**src/rtl/count_capture_pkg.sv**
```systemverilog
// count_capture_pkg
// Shared widths, constants and the FIFO entry type for the count capture
// slice. Every file in the slice imports this package.
//
// Optional build macro: COUNT_CAPTURE_TS_EN adds a 16-bit timestamp field
// to each captured entry.
package count_capture_pkg;

  localparam int DATA_W  = 8;
  localparam int EPOCH_W = 4;
  localparam int TS_W    = 16;

  // Top of the monitored counter range; a step between MAX_COUNT and zero
  // is treated as a wrap-around.
  localparam logic [DATA_W-1:0] MAX_COUNT = '1;

  // One FIFO snapshot: signed wrap epoch plus the raw counter value.
  typedef struct packed {
    logic signed [EPOCH_W-1:0] epoch;
    logic [DATA_W-1:0]         count;
`ifdef COUNT_CAPTURE_TS_EN
    logic [TS_W-1:0]           ts;
`else
    // No timestamp field in the default build.
`endif
  } cap_entry_t;

  // Flatten an entry into the {epoch, count} word seen by the consumer.
  function automatic logic [EPOCH_W+DATA_W-1:0] packSnapshot(input cap_entry_t e);
    return {e.epoch, e.count};
  endfunction

endpackage

```
**src/rtl/count_capture_fifo_if.sv**
```systemverilog
// count_capture_fifo_if
// Valid/ready drain port of the capture FIFO.
//   cap_valid_o : FIFO head holds a snapshot (driven by the FIFO)
//   cap_ready_i : consumer accepts the head this cycle (driven by the consumer)
//   cap_data_o  : head entry {epoch, count}
//   cap_ts_o    : head entry timestamp (only with COUNT_CAPTURE_TS_EN)
// The master modport is the FIFO side, the slave modport the consumer side.
interface count_capture_fifo_if;
  import count_capture_pkg::*;

  logic                      cap_valid_o;
  logic                      cap_ready_i;
  logic [EPOCH_W+DATA_W-1:0] cap_data_o;
`ifdef COUNT_CAPTURE_TS_EN
  logic [TS_W-1:0]           cap_ts_o;

  modport master (output cap_valid_o, output cap_data_o, output cap_ts_o, input cap_ready_i);
  modport slave  (input cap_valid_o, input cap_data_o, input cap_ts_o, output cap_ready_i);
`else
  modport master (output cap_valid_o, output cap_data_o, input cap_ready_i);
  modport slave  (input cap_valid_o, input cap_data_o, output cap_ready_i);
`endif

endinterface

```
**src/rtl/count_wrap_detector.sv**
```systemverilog
// count_wrap_detector
// Watches the live counter value and keeps a signed epoch that tracks
// wrap-arounds (MAX->0 increments, 0->MAX decrements). Other jumps are
// ignored. The comparison only starts once one sample has been registered
// after reset, so the reset value of the previous-count register can never
// fake a wrap.
//   clock, reset  : system clock, asynchronous active-high reset
//   i_count       : live counter value
//   o_epochNext   : epoch including any wrap seen on i_count this cycle
//   o_wrap        : registered one-cycle pulse following a detected wrap
module count_wrap_detector
  import count_capture_pkg::*;
(
  input  logic               clock,
  input  logic               reset,
  input  logic [DATA_W-1:0]  i_count,
  output logic [EPOCH_W-1:0] o_epochNext,
  output logic               o_wrap
);

  logic [DATA_W-1:0]  r_prevCount;
  logic               r_prevValid;
  logic [EPOCH_W-1:0] r_epoch;
  logic               r_wrap;
  logic               w_upWrap;
  logic               w_downWrap;

  assign w_upWrap   = r_prevValid && (r_prevCount == MAX_COUNT) && (i_count == '0);
  assign w_downWrap = r_prevValid && (r_prevCount == '0) && (i_count == MAX_COUNT);

  // Next epoch is combinational so a capture in the same cycle as a wrap
  // already sees the updated epoch. Overflow wraps modulo 2^EPOCH_W.
  always_comb begin
    o_epochNext = r_epoch;
    if (w_upWrap) begin
      o_epochNext = r_epoch + EPOCH_W'(1);
    end else if (w_downWrap) begin
      o_epochNext = r_epoch - EPOCH_W'(1);
    end
  end

  // History, epoch and the wrap pulse all advance every clock.
  always_ff @(posedge clock or posedge reset) begin
    if (reset) begin
      r_prevCount <= '0;
      r_prevValid <= 1'b0;
      r_epoch     <= '0;
      r_wrap      <= 1'b0;
    end else begin
      r_prevCount <= i_count;
      r_prevValid <= 1'b1;
      r_epoch     <= o_epochNext;
      r_wrap      <= w_upWrap || w_downWrap;
    end
  end

  assign o_wrap = r_wrap;

endmodule

```
**src/rtl/count_capture_fifo.sv**
```systemverilog
// count_capture_fifo
// Snapshots {epoch, count} of an upstream up/down counter into a small
// ring-buffer FIFO on each capture strobe; a consumer drains it through a
// valid/ready handshake. Captures arriving while full (and no pop) are
// dropped and counted in a saturating 8-bit counter.
//   clock, reset : system clock, asynchronous active-high reset
//   count_i      : live counter value
//   capture_i    : snapshot request
//   cap          : drain port (valid / ready / data [/ ts])
//   level_o      : current FIFO occupancy (0..DEPTH)
//   drop_cnt_o   : captures lost while full, saturating at 255
//   wrap_o       : one-cycle pulse after a wrap was seen on count_i
// Optional build macro: COUNT_CAPTURE_TS_EN adds a free-running 16-bit
// cycle counter whose value at push time is stored with each entry and
// presented on cap.cap_ts_o.
module count_capture_fifo
  import count_capture_pkg::*;
#(
  parameter int DEPTH = 4
) (
  input  logic                     clock,
  input  logic                     reset,
  input  logic [DATA_W-1:0]        count_i,
  input  logic                     capture_i,
  count_capture_fifo_if.master     cap,
  output logic [$clog2(DEPTH):0]   level_o,
  output logic [7:0]               drop_cnt_o,
  output logic                     wrap_o
);

  localparam int AW = $clog2(DEPTH);
  localparam int PW = AW + 1;

  logic [PW-1:0]      r_wrPtr;
  logic [PW-1:0]      r_rdPtr;
  cap_entry_t         r_mem [DEPTH];
  logic [7:0]         r_dropCnt;
  logic [PW-1:0]      w_level;
  logic               w_valid;
  logic               w_full;
  logic               w_pop;
  logic               w_push;
  logic               w_drop;
  logic [EPOCH_W-1:0] w_epochNext;
  cap_entry_t         w_newEntry;
  cap_entry_t         w_head;

  count_wrap_detector u_wrapDetector (
    .clock       (clock),
    .reset       (reset),
    .i_count     (count_i),
    .o_epochNext (w_epochNext),
    .o_wrap      (wrap_o)
  );

  // Pointers carry one extra bit so full and empty are distinguishable;
  // their difference is the occupancy directly.
  assign w_level = r_wrPtr - r_rdPtr;
  assign w_valid = (w_level != '0);
  assign w_full  = (w_level == PW'(DEPTH));
  // Pop requires a valid head, so an empty FIFO never falls through.
  assign w_pop   = w_valid && cap.cap_ready_i;
  assign w_push  = capture_i && (!w_full || w_pop);
  assign w_drop  = capture_i && w_full && !w_pop;

`ifdef COUNT_CAPTURE_TS_EN
  logic [TS_W-1:0] r_tsCnt;

  // Free-running timestamp; wraps silently.
  always_ff @(posedge clock or posedge reset) begin
    if (reset) begin
      r_tsCnt <= '0;
    end else begin
      r_tsCnt <= r_tsCnt + TS_W'(1);
    end
  end
`else
  // Default build: no timestamp counter.
`endif

  // Build the entry to be pushed from the epoch that already includes any
  // wrap happening in this same cycle.
  always_comb begin
    w_newEntry       = '0;
    w_newEntry.epoch = $signed(w_epochNext);
    w_newEntry.count = count_i;
`ifdef COUNT_CAPTURE_TS_EN
    w_newEntry.ts    = r_tsCnt;
`endif
  end

  // Storage is cleared on reset so the head data reads as zero out of reset.
  always_ff @(posedge clock or posedge reset) begin
    if (reset) begin
      for (int i = 0; i < DEPTH; i++) begin
        r_mem[i] <= '0;
      end
    end else if (w_push) begin
      r_mem[r_wrPtr[AW-1:0]] <= w_newEntry;
    end
  end

  // Read/write pointers move independently; push and pop in the same cycle
  // leave the level unchanged.
  always_ff @(posedge clock or posedge reset) begin
    if (reset) begin
      r_wrPtr <= '0;
      r_rdPtr <= '0;
    end else begin
      if (w_push) begin
        r_wrPtr <= r_wrPtr + PW'(1);
      end
      if (w_pop) begin
        r_rdPtr <= r_rdPtr + PW'(1);
      end
    end
  end

  // Lost-capture counter sticks at 255 until the next reset.
  always_ff @(posedge clock or posedge reset) begin
    if (reset) begin
      r_dropCnt <= '0;
    end else if (w_drop && (r_dropCnt != 8'hFF)) begin
      r_dropCnt <= r_dropCnt + 8'd1;
    end
  end

  // Head data is a plain read of the slot under the read pointer; after the
  // last pop it keeps showing the stale slot, which is stable.
  assign w_head          = r_mem[r_rdPtr[AW-1:0]];
  assign cap.cap_valid_o = w_valid;
  assign cap.cap_data_o  = packSnapshot(w_head);
`ifdef COUNT_CAPTURE_TS_EN
  assign cap.cap_ts_o    = w_head.ts;
`endif

  assign level_o    = w_level;
  assign drop_cnt_o = r_dropCnt;

endmodule

```
**src/flat_wrapper.sv**
```systemverilog
// flat-port wrapper written by rule: the top's interface ports become plain ports
module count_capture_fifo_flat import count_capture_pkg::*;
#(
  parameter int DEPTH = 4
)
  (clock, reset, count_i, capture_i, level_o, drop_cnt_o, wrap_o, cap_cap_valid_o, cap_cap_data_o, cap_cap_ready_i);
  count_capture_fifo_if cap_i ();
  input  logic clock;
  input  logic reset;
  input  logic [DATA_W-1:0] count_i;
  input  logic capture_i;
  output logic [$clog2(DEPTH):0] level_o;
  output logic [7:0] drop_cnt_o;
  output logic wrap_o;
  output wire logic [$bits(cap_i.cap_valid_o)-1:0] cap_cap_valid_o;
  output wire logic [$bits(cap_i.cap_data_o)-1:0] cap_cap_data_o;
  input wire logic [$bits(cap_i.cap_ready_i)-1:0] cap_cap_ready_i;
  assign cap_cap_valid_o = cap_i.cap_valid_o;
  assign cap_cap_data_o = cap_i.cap_data_o;
  assign cap_i.cap_ready_i = cap_cap_ready_i;
  count_capture_fifo #(.DEPTH(DEPTH)) u_core (.clock(clock), .reset(reset), .count_i(count_i), .capture_i(capture_i), .cap(cap_i), .level_o(level_o), .drop_cnt_o(drop_cnt_o), .wrap_o(wrap_o));
endmodule
```
**config.mk**
```make
export PLATFORM = sky130hd
export DESIGN_NAME = count_capture_fifo_flat
export DESIGN_NICKNAME = d
export VERILOG_FILES = /design/src/rtl/count_capture_pkg.sv /design/src/rtl/count_capture_fifo_if.sv /design/src/rtl/count_wrap_detector.sv /design/src/rtl/count_capture_fifo.sv /design/src/flat_wrapper.sv
export SDC_FILE = /design/constraint.sdc
export NUM_CORES = 1
export LEC_CHECK = 0
export ABC_AREA = 1
export BUFFER_PORTS_ARGS = -buffer_cell sky130_fd_sc_hd__buf_2
export CORE_ASPECT_RATIO = 1.75
export CORE_MARGIN = 3
export CORE_UTILIZATION = 31
export DETAILED_ROUTE_END_ITERATION = 6
export GPL_TIMING_DRIVEN = 0
export PLACE_DENSITY = 0.56
export SETUP_SLACK_MARGIN = 0.02
export SYNTH_ARGS = -nofsm -noshare
export SYNTH_HDL_FRONTEND = slang
export SYNTH_SLANG_ARGS = --single-unit
export TNS_END_PERCENT = 1
```
**constraint.sdc**
```tcl
create_clock -name clock -period 2.7 [get_ports clock]
set_input_delay 0.54 -clock clock [delete_from_list [all_inputs] [get_ports clock]]
set_output_delay 0.54 -clock clock [all_outputs]
set_load 0.005 [all_outputs]
```
* Word level (Yosys, flattened, before mapping) *
Cells that the tools add are included.

operators by class
  add/sub/neg operators = 6
  $lt $le $gt $ge = 3
  equality and inequality tests = 4
  multiplexer cells = 8
  bitwise gates (word level) = 2
  reduce and logical (&&, ||, !) cells = 17

operator list
  kind                                                      number
  bitwise mux 48 bit                                        1
  two-way mux 12 bit                                        3
  binary-select mux 12 bit (select 2 bit)                   1
  demux 12 bit (select 2 bit)                               1
  == test 8 bit, second input constant                      2
  zero test 8 bit                                           2
  logical AND 1 bit                                         10
  adder 8 x 1 -> 8 bit, second input constant               1
  two-way mux 4 bit                                         2
  != test 8 bit, second input constant                      1
  adder 3 x 1 -> 3 bit, second input constant               2
  greater-or-equal comparator 3 bit, second input constant  2
  inverter 2 -> 3 bit                                       2
  adder 4 x 1 -> 4 bit, second input constant               1
  subtractor 4 x 1 -> 4 bit, second input constant          1
  == test 3 bit, second input constant                      1
  < comparator 3 x 1 -> 1 bit, second input constant        1
  nonzero test 3 bit                                        1
  subtractor 3 bit                                          1
  zero test 1 bit                                           2
  logical OR 1 bit                                          2

word-level totals
  bits in registers = 76
  input port bits = 12
  output and inout bits = 25
  logic and storage cells = 55

* Longest topological paths before layout *
Gate-level depths: netlist of the first run.

  word-level depth = 6
  gate-level depth with buffers = 12
  depth with buffers taken out = 12

* Cells and area by module *
From an unflattened synthesis of the first run, not the netlist that was laid out.

second synthesis, totals
  cells, all modules = 503
  area, all modules = 4185.3 um^2

modules (own cells, without submodules)
  module               times used  cells an instance  area an instance (um^2)  seq. area each (um^2)
  count_capture_fifo   1           401                3400.8                   1551.5
  count_wrap_detector  1           102                784.5                    350.3

* Least setup slack after synthesis of the first run *
No wires, ideal clock.

  path kind = flip-flop to flip-flop
  start = reg u_core.r_rdPtr[0]
  end = reg u_core.r_mem[0] (netlist name)
  library setup time = 0.120 ns
  arrival time = 1.949 ns
  required time = 2.580 ns
  setup slack = 0.631 ns
  stages on the path, launching flop included = 12
  path buffers = 1
  period minus slack after synthesis = 2.069 ns
  cell sequence = dfrtp_1 > ha_1 > fa_1 > xnor2_1 > nand2_1 > nand3_2 > nand2_4 > nor2_4 > inv_2 > buf_6 > nand2_1 > o21ai_2

on the way
  word-level cells in the longest chain between the ends = 5
  elaborated cells on any way between the ends = 7
  those cells by class = add/sub (1); eq/ne (1); reduce/logical (5)

RTL lines
  element                                                      line                                                RTL
  start: declaration                                           count_capture_fifo.sv:35                            logic [PW-1:0] r_rdPtr;
  start signal: assignment                                     count_capture_fifo.sv:114                           r_rdPtr <= r_rdPtr + PW'(1);
  subtractor 3 bit (*)                                         count_capture_fifo.sv:58                            assign w_level = r_wrPtr - r_rdPtr;
  == test 3 bit / nonzero test 3 bit (equally long branches)   count_capture_fifo.sv:60, count_capture_fifo.sv:59
  zero test 1 bit / logical AND 1 bit (equally long branches)  count_capture_fifo.sv:63, count_capture_fifo.sv:62
  logical OR 1 bit (*)                                         count_capture_fifo.sv:63                            assign w_push = capture_i && (!w_full || w_pop);
  logical AND 1 bit (*)                                        count_capture_fifo.sv:63
  end signal: indexed assignment                               count_capture_fifo.sv:99                            r_mem[r_wrPtr[AW-1:0]] <= w_newEntry;
  end: declaration                                             count_capture_fifo.sv:36                            cap_entry_t r_mem [DEPTH];

Mark *: on every way between the ends. The rest lies on a longest branch, timed or not.
A chain may end at the register's enable or synchronous reset.

* Worst setup path in the final report of the first run *
  start = reg u_core.r_rdPtr[1]
  end = out cap_cap_valid_o

on the way
  word-level cells in the longest chain between the ends = 2

RTL lines
  element             line                      RTL
  subtractor 3 bit    count_capture_fifo.sv:58
  nonzero test 3 bit  count_capture_fifo.sv:59  assign w_valid = (w_level != '0);
  end: declaration    flat_wrapper.sv:15        output wire logic [$bits(cap_i.cap_valid_o)-1:0] cap_cap_valid_o;

Every way passes these cells.

==> impl_metrics.json, run 1 <==
{
  "synth_largest_area_cell": "dfrtp_1",
  "cp_slowest_cell": "dfrtp_1",
  "r2r_start": "u_core.r_rdPtr[1]",
  "dieArea_um2": 13300,
  "detailed_place_hpwl_um": 6800,
  "die_h_um": 151,
  "numCtsBuffers": 9,
  "register_area_um2": 1900,
  "drtAntennaViolNets": 0,
  "drive_gt1_share_pct": 20.0,
  "viasPerCell": 4.80,
  "power_mw": 4.89,
  "synth_common_cells": "nand2_1, dfrtp_1, nor2_1",
  "arrival_ns": 2.00,
  "grt_max_degree": 65,
  "rows": 52,
  "max_cap_violations": 0,
  "num_vias": 2977,
  "post-route-period-util_pct": 94.1,
  "finalHoldViolations": 0,
  "synthTopCellsByArea": "dfrtp_1, nand2_1, nor2_1",
  "initial_utilization_pct": 31.8,
  "grt_pass1_vias": 3057,
  "synth_most_common_cell": "nand2_1",
  "synth.cell_area_um2": 3700,
  "avgRoutedWirePerCell_um": 15.1,
  "antenna_found_initial": 0,
  "cp_cell_sequence": "inv_1 -> clkbuf_1 -> ha_1 -> nand3_1 -> buf_2",
  "worst-setup-path-type": "reg -> out",
  "clkSinkCount": 76,
  "cts_root_buf": "clkbuf_16",
  "worst_hold_path_type": "in -> async",
  "worstMarginPinSlew_ns": 0.678,
  "final_cell_area_um2": 4430,
  "tritoncts": "done",
  "clk_pin_slew_worst_paths_ns": 0.06,
  "syn_to_final_growth_pct": 19.6,
  "nets": 503,
  "holdBufCountCts": 0,
  "start_kind": "flip-flop",
  "syn_avg_cell_area_um2": 8.67,
  "rsz0062_at_grt": "yes",
  "crit_fanout": 10,
  "grt.total_usage_pct": 15.1,
  "io_buffers": 36,
  "slew_viol_final": 0,
  "setup_ws_ns": 0.158,
  "fillCellCount": 1175,
  "cts_max_level": 3,
  "core_um2": 11600,
  "cellLeakagePower_nw": 2.20,
  "routed_wl_um": 9360,
  "ys_types": 28,
  "status": "finished, final reports clean",
  "rr_worst_depth": 12,
  "skew_ns": 0.00876,
  "worst_r2r_endpoint": "u_core.r_mem[1]",
  "first_pass_iters": 4,
  "grt-ovfl-total": 0,
  "clk_path_buf_depth": 2,
  "end_kind": "output port",
  "ys.warnings.count": 0,
  "r2r_slack_ns": 0.21,
  "maxSlewHeadroom_pct": 54.8,
  "synth_edf_count": 0,
  "insertion_delay_ns": 0.34,
  "place_congestion": 0.769,
  "ys_ff_latch": 76,
  "place_area_um2": 4080,
  "num_antenna_cells": 0,
  "synth_top_area_share_pct": 51.4,
  "die_w_um": 88.6,
  "clock.fmax_mhz": 393,
  "yosysSeqAreaShare_pct": 51.4,
  "grt_pass1_wl_um": 15000,
  "synth_nets": 450,
  "synth_flop_cell": "dfrtp_1",
  "async_reset_ff_share_pct": 100,
  "netlist_instances": 427,
  "fin_crit_ns": 2.54,
  "powerDensity_nw_per_um2": 1100,
  "setup_viol": 0,
  "post-place-ws_ns": 0.178,
  "drc_errors": 0,
  "max-vdd-ir-drop_mv": 0.529,
  "multi_input_area_um2": 1540,
  "first_iter_violations": 133,
  "cpPeakStageDelay_ns": 0.46,
  "cp.required_ns": 2.16,
  "ios": 37
}
==> power breakdown <==
| group | leakage (nW) | switching [mW] | internal, mW | total [mW] |
|---|---|---|---|---|
| registers | 0.963 | 0.218 | 1.47 | 1.69 |
| logic | 1.09 | 1.16 | 0.820 | 1.98 |
| clock network | 0.149 | 0.459 | 0.763 | 1.22 |
==> flip-flops by register name, indices dropped and copies added (netlist names) <==
register                           flops
u_core.r_rdPtr                         3
u_core.u_wrapDetector.o_wrap           1
u_core.u_wrapDetector.r_prevValid      1
u_core.u_wrapDetector.r_prevCount      8
u_core.u_wrapDetector.r_epoch          4
u_core.r_wrPtr                         3
u_core.r_mem                          48
u_core.drop_cnt_o                      8
==> repair_timing <==
item | in CTS | in global routing
endpoints found under the setup margin | 1 | 8
resized for setup | 1 | 1
buffers inserted | 0 | 5
hold endpoints to repair | 0 | 0
==> worst max path at each step <==
stage	start	to	cells after the start
after floorplan	reset	u_core.drop_cnt_o[0]	1
after global placement	reset	u_core.r_mem[15]	2
after detailed placement	u_core.r_rdPtr[1]	u_core.drop_cnt_o[2]	11
after CTS	u_core.r_rdPtr[0]	cap_cap_valid_o	7
after global routing	u_core.r_rdPtr[1]	u_core.drop_cnt_o[2]	11
final	u_core.r_rdPtr[1]	cap_cap_valid_o	5
==> cells by family (layout without fill, tap and decap cells) <==
kind of cell / after synthesis / count (layout) / share of synthesized area (%)
AND/OR/NAND/NOR: 199 / 199 / 22.7
flip-flops: 76 / 76 / 51.4
AO/OA/AOI/OAI: 75 / 75 / 12.1
buffers and inverters: 53 / 111 / 7.03
XOR/XNOR: 12 / 12 / 2.84
adder cells (fa/ha/maj): 11 / 11 / 3.92
other: 1 / 1 / 0.101
==> layout make-up <==
cell class / count / share of cell area (%)
buffer: 15 / 2.66
clock buffer: 12 / 5.79
clock inverter: 4 / 1.07
inverter: 38 / 3.28
multi-input combinational: 298 / 34.9
sequential: 76 / 43.0
tap: 135 / 3.81
timing repair buffer: 42 / 5.54
==> metal layers <==
metal / track usage (%) / routed length (µm)
met4: 8.47 / 337
met1: 16.2 / 3770
met5: 0 / 0
met2: 26.7 / 4980
met3: 2.96 / 278
==> stage by stage <==
step	hold slack (ns)	cells	TNS [ns]	util [%]
4_1_cts	0.103	615	0	37.7
3_5_place_dp	0.460	599	0	35.1
6_report	0.116	620	0	38.0
2_1_floorplan	0.444	427	0	-
3_3_place_gp	0.458	598	-57.75	34.8
5_1_grt	0.124	620	0	38.0
==> layout by cell type, fill, tap and decap left out, drive strengths merged <==
cell type,n
clkinvlp,1
o21ai,61
fa,1
ha,10
nand4,2
and2,1
a21oi,1
bufinv,1
nand3,27
xor2,7
o41ai,1
xnor2,5
nor2,48
inv,38
clkbuf,17
buf,52
conb,1
o22ai,12
clkinv,2
nand2,121
dfrtp,76
==> critical path: cells and delay by family, from the launching register on <==
family / cells / cell delay (ns)
buffers and inverters: 3 / 0.74
and+or+nand+nor: 1 / 0.11
adders and majority gates: 1 / 0.34
DFF: 1 / 0.46
Note: power is estimated with default switching activity, not from simulation.
==> inputs of run 2 (changes only) <==
SLEW_MARGIN = 20   (was not set)
SYNTH_HIERARCHICAL = 1   (was not set)
==> run 2 against run 1 <==
Area after synthesis grew 13%. Count of clock-buffer cells in the layout shrank 2. Die area grew 12%. Critical endpoint unchanged. Fmax shrank 3.0%. Routed wire length grew 33%. Total power grew 8.5%. Worst hold slack gained 0.061 ns. Highest routed layer unchanged. Sequential share of layout area shrank 4.6 points. Combinational power grew 12%. Clock skew is essentially flat.
==> impl_metrics.json, run 2 <==
{
  "dp_cells": 711,
  "setup_ws_ns": 0.0805,
  "synth.cell_area_um2": 4190,
  "max_cap_violations": 0,
  "largest_register_ffs": 48,
  "cp_slowest_cell": "dfrtp_1",
  "io_buffers": 36,
  "synthTopCellsByArea": "dfrtp_1, nand2_1, nand4_1",
  "initial_utilization_pct": 32.0,
  "cp.required_ns": 2.16,
  "grt_pass1_vias": 3766,
  "status": "finished, final reports clean",
  "die_w_um": 93.8,
  "synth_top_family_by_area": "simple AND/OR/NAND/NOR gates",
  "register_area_um2": 1900,
  "routed_wl_um": 12500,
  "synth_nets": 526,
  "layout_commonest_cell": "nand2_1",
  "core_um2": 13100,
  "cp_cell_sequence": "inv_1 -> ha_1 -> nand2_1 -> nand3b_1 -> buf_2",
  "clk_pin_slew_worst_paths_ns": 0.06,
  "first_pass_iters": 4,
  "post-place-ws_ns": 0.258,
  "clk_path_buf_depth": 2,
  "r2r_start": "u_core/r_rdPtr[0]",
  "ys.warnings.count": 6,
  "nets": 573,
  "max-vdd-ir-drop_mv": 0.404,
  "grt-ovfl-total": 0,
  "clkSinkCount": 76,
  "antenna_found_initial": 0,
  "ys_ff_latch": 76,
  "grt_max_degree": 44,
  "rsz0062_at_grt": "yes",
  "synth-adder-area-share_pct": 3.47,
  "synth_top_area_share_pct": 45.4,
  "synth-xor-area-share_pct": 1.88,
  "crit_fanout": 13,
  "crit_end": "cap_cap_valid_o",
  "numCtsBuffers": 9,
  "powerDensity_nw_per_um2": 1070,
  "drc_errors": 0,
  "syn_to_final_growth_pct": 18.3,
  "layout.cells.non_filler": 726,
  "num_vias": 3691,
  "num_antenna_cells": 0,
  "viasPerCell": 5.08,
  "skew_ns": 0.00847,
  "finalCoreUtilization_pct": 37.9,
  "syn_avg_cell_area_um2": 8.32,
  "holdWs_ns": 0.177,
  "drtAntennaViolNets": 0,
  "grt.total_usage_pct": 17.4,
  "tritoncts": "done",
  "post-route-period-util_pct": 97.0,
  "synth_edf_count": 0,
  "worstMarginPinSlew_ns": 0.687,
  "clock.fmax_mhz": 382,
  "ios": 37,
  "top_register": "u_core/r_mem",
  "worst-setup-path-type": "reg -> out",
  "final_cell_mix": "nand2_1, dfrtp_1, nand4_1",
  "first_iter_violations": 261,
  "critPathLaunch": "u_core/r_rdPtr[1]",
  "cts_max_level": 3,
  "rows": 55,
  "detailed_place_hpwl_um": 9110,
  "maxSlewHeadroom_pct": 54.2,
  "netlist_instances": 503,
  "start_kind": "flip-flop",
  "synth_most_common_cell": "nand2_1",
  "synth_flop_cell": "dfrtp_1",
  "r2r_slack_ns": 0.32,
  "fillCellCount": 1348,
  "avgRoutedWirePerCell_um": 17.2,
  "cellLeakagePower_nw": 2.50,
  "ys_types": 29,
  "die_h_um": 160,
  "synth_largest_area_cell": "dfrtp_1",
  "synth_common_cells": "nand2_1, dfrtp_1, nand4_1",
  "insertion_delay_ns": 0.34,
  "holdBufCountCts": 0,
  "cts_root_buf": "clkbuf_16",
  "rr_worst_depth": 10,
  "fin_crit_ns": 2.62,
  "grt_pass1_wl_um": 20100,
  "cpPeakStageDelay_ns": 0.55,
  "yosys.area_share.simple_pct": 37.7,
  "drive_gt1_share_pct": 22.7,
  "arrival_ns": 2.08,
  "finalHoldViolations": 0,
  "synth_mux_area_share_pct": 0,
  "dieArea_um2": 15000,
  "place_congestion": 0.874,
  "synth_compound_area_share_pct": 4.78,
  "slew_viol_final": 0,
  "end_kind": "output port",
  "async_reset_ff_share_pct": 100,
  "yosysSeqAreaShare_pct": 45.4,
  "worst_hold_path_type": "in -> async",
  "setup_viol": 0,
  "multi_input_area_um2": 2010,
  "worst_r2r_endpoint": "u_core/r_mem[45]"
}
## run 2: changes by cell type in the layout (fill, tap and decap cells not counted), moves of 4 or more
cell | before | now
buf_2 | 37 | 43
buf_6 | 8 | 0
inv_1 | 33 | 24
nand2_1 | 119 | 131
nand2_2 | 1 | 44
nand4_1 | 2 | 55
o21ai_1 | 21 | 0
o21ai_2 | 14 | 0
xnor2_1 | 5 | 1
## run 2: timing repair
| item | CTS | global route |
|---|---|---|
| cloned | 0 | 0 |
| buffers inserted | 0 | 0 |
| resized for setup | 1 | 2 |
| setup endpoints to repair | 6 | 6 |
## run 2: logic make-up after synthesis
family                     after synthesis
AOI/OAI and AO/OA                       37
xor gates and xnor gates                 9
adders and majority gates               11
buffers and inverters                   53
DFF                                     76
other                                    1
and+or+nand+nor                        316
## run 2: cell type report
cell class              count  share of cell area [%]
repair buffers             37                    4.20
plain buffers              25                    3.54
flip-flops and latches     76                    38.4
well taps                 171                    4.32
multi-input cells         374                    40.5
clock inverters             6                    2.28
inverters                  27                    2.10
clock buffers              10                    4.63
## run 2: worst min-delay path by stage
stage	startpoint	cells past startpoint	slack, ns	end
floorplan	reset	1	0.43	u_core/u_wrapDetector/o_wrap
global placement	u_core/r_mem[31]	2	0.45	u_core/r_mem[31]
detailed placement	u_core/r_mem[35]	2	0.46	u_core/r_mem[35]
CTS	reset	2	0.18	u_core/r_mem[31]
global route	reset	2	0.19	u_core/r_mem[19]
finish	reset	2	0.18	u_core/r_mem[31]
## run 2: critical path: cells and delay by family (launching register included)
family	cells	cell delay, ns
buffers and inverters	2	0.47
flip-flops	1	0.55
adder cells (fa/ha/maj)	1	0.38
AND/OR/NAND/NOR	2	0.33
## run 2: layer usage
layer | up-vias | GRT usage, % | routed length, µm
met5 | - | 0 | 0
met4 | 0 | 9.20 | 442
met3 | 25 | 3.53 | 574
met2 | 101 | 30.7 | 6670
met1 | 1790 | 19.1 | 4790
li1 | 1775 | - | -
## run 2: through the flow
step,TNS [ns],power (mW),instance area [µm²]
final,0,5.30,4950
after CTS,0,5.37,4950
after global placement,-22.02,3.89,4580
after detailed placement,0,3.96,4610
after floorplan,0,3.09,4190
after global routing,-0.0199,5.69,4950
## run 2: where the power goes
group	switching (mW)	leakage (nW)	internal [mW]	total (mW)
sequential	0.259	0.982	1.44	1.69
combinational	1.40	1.36	0.818	2.22
clock	0.490	0.167	0.905	1.39
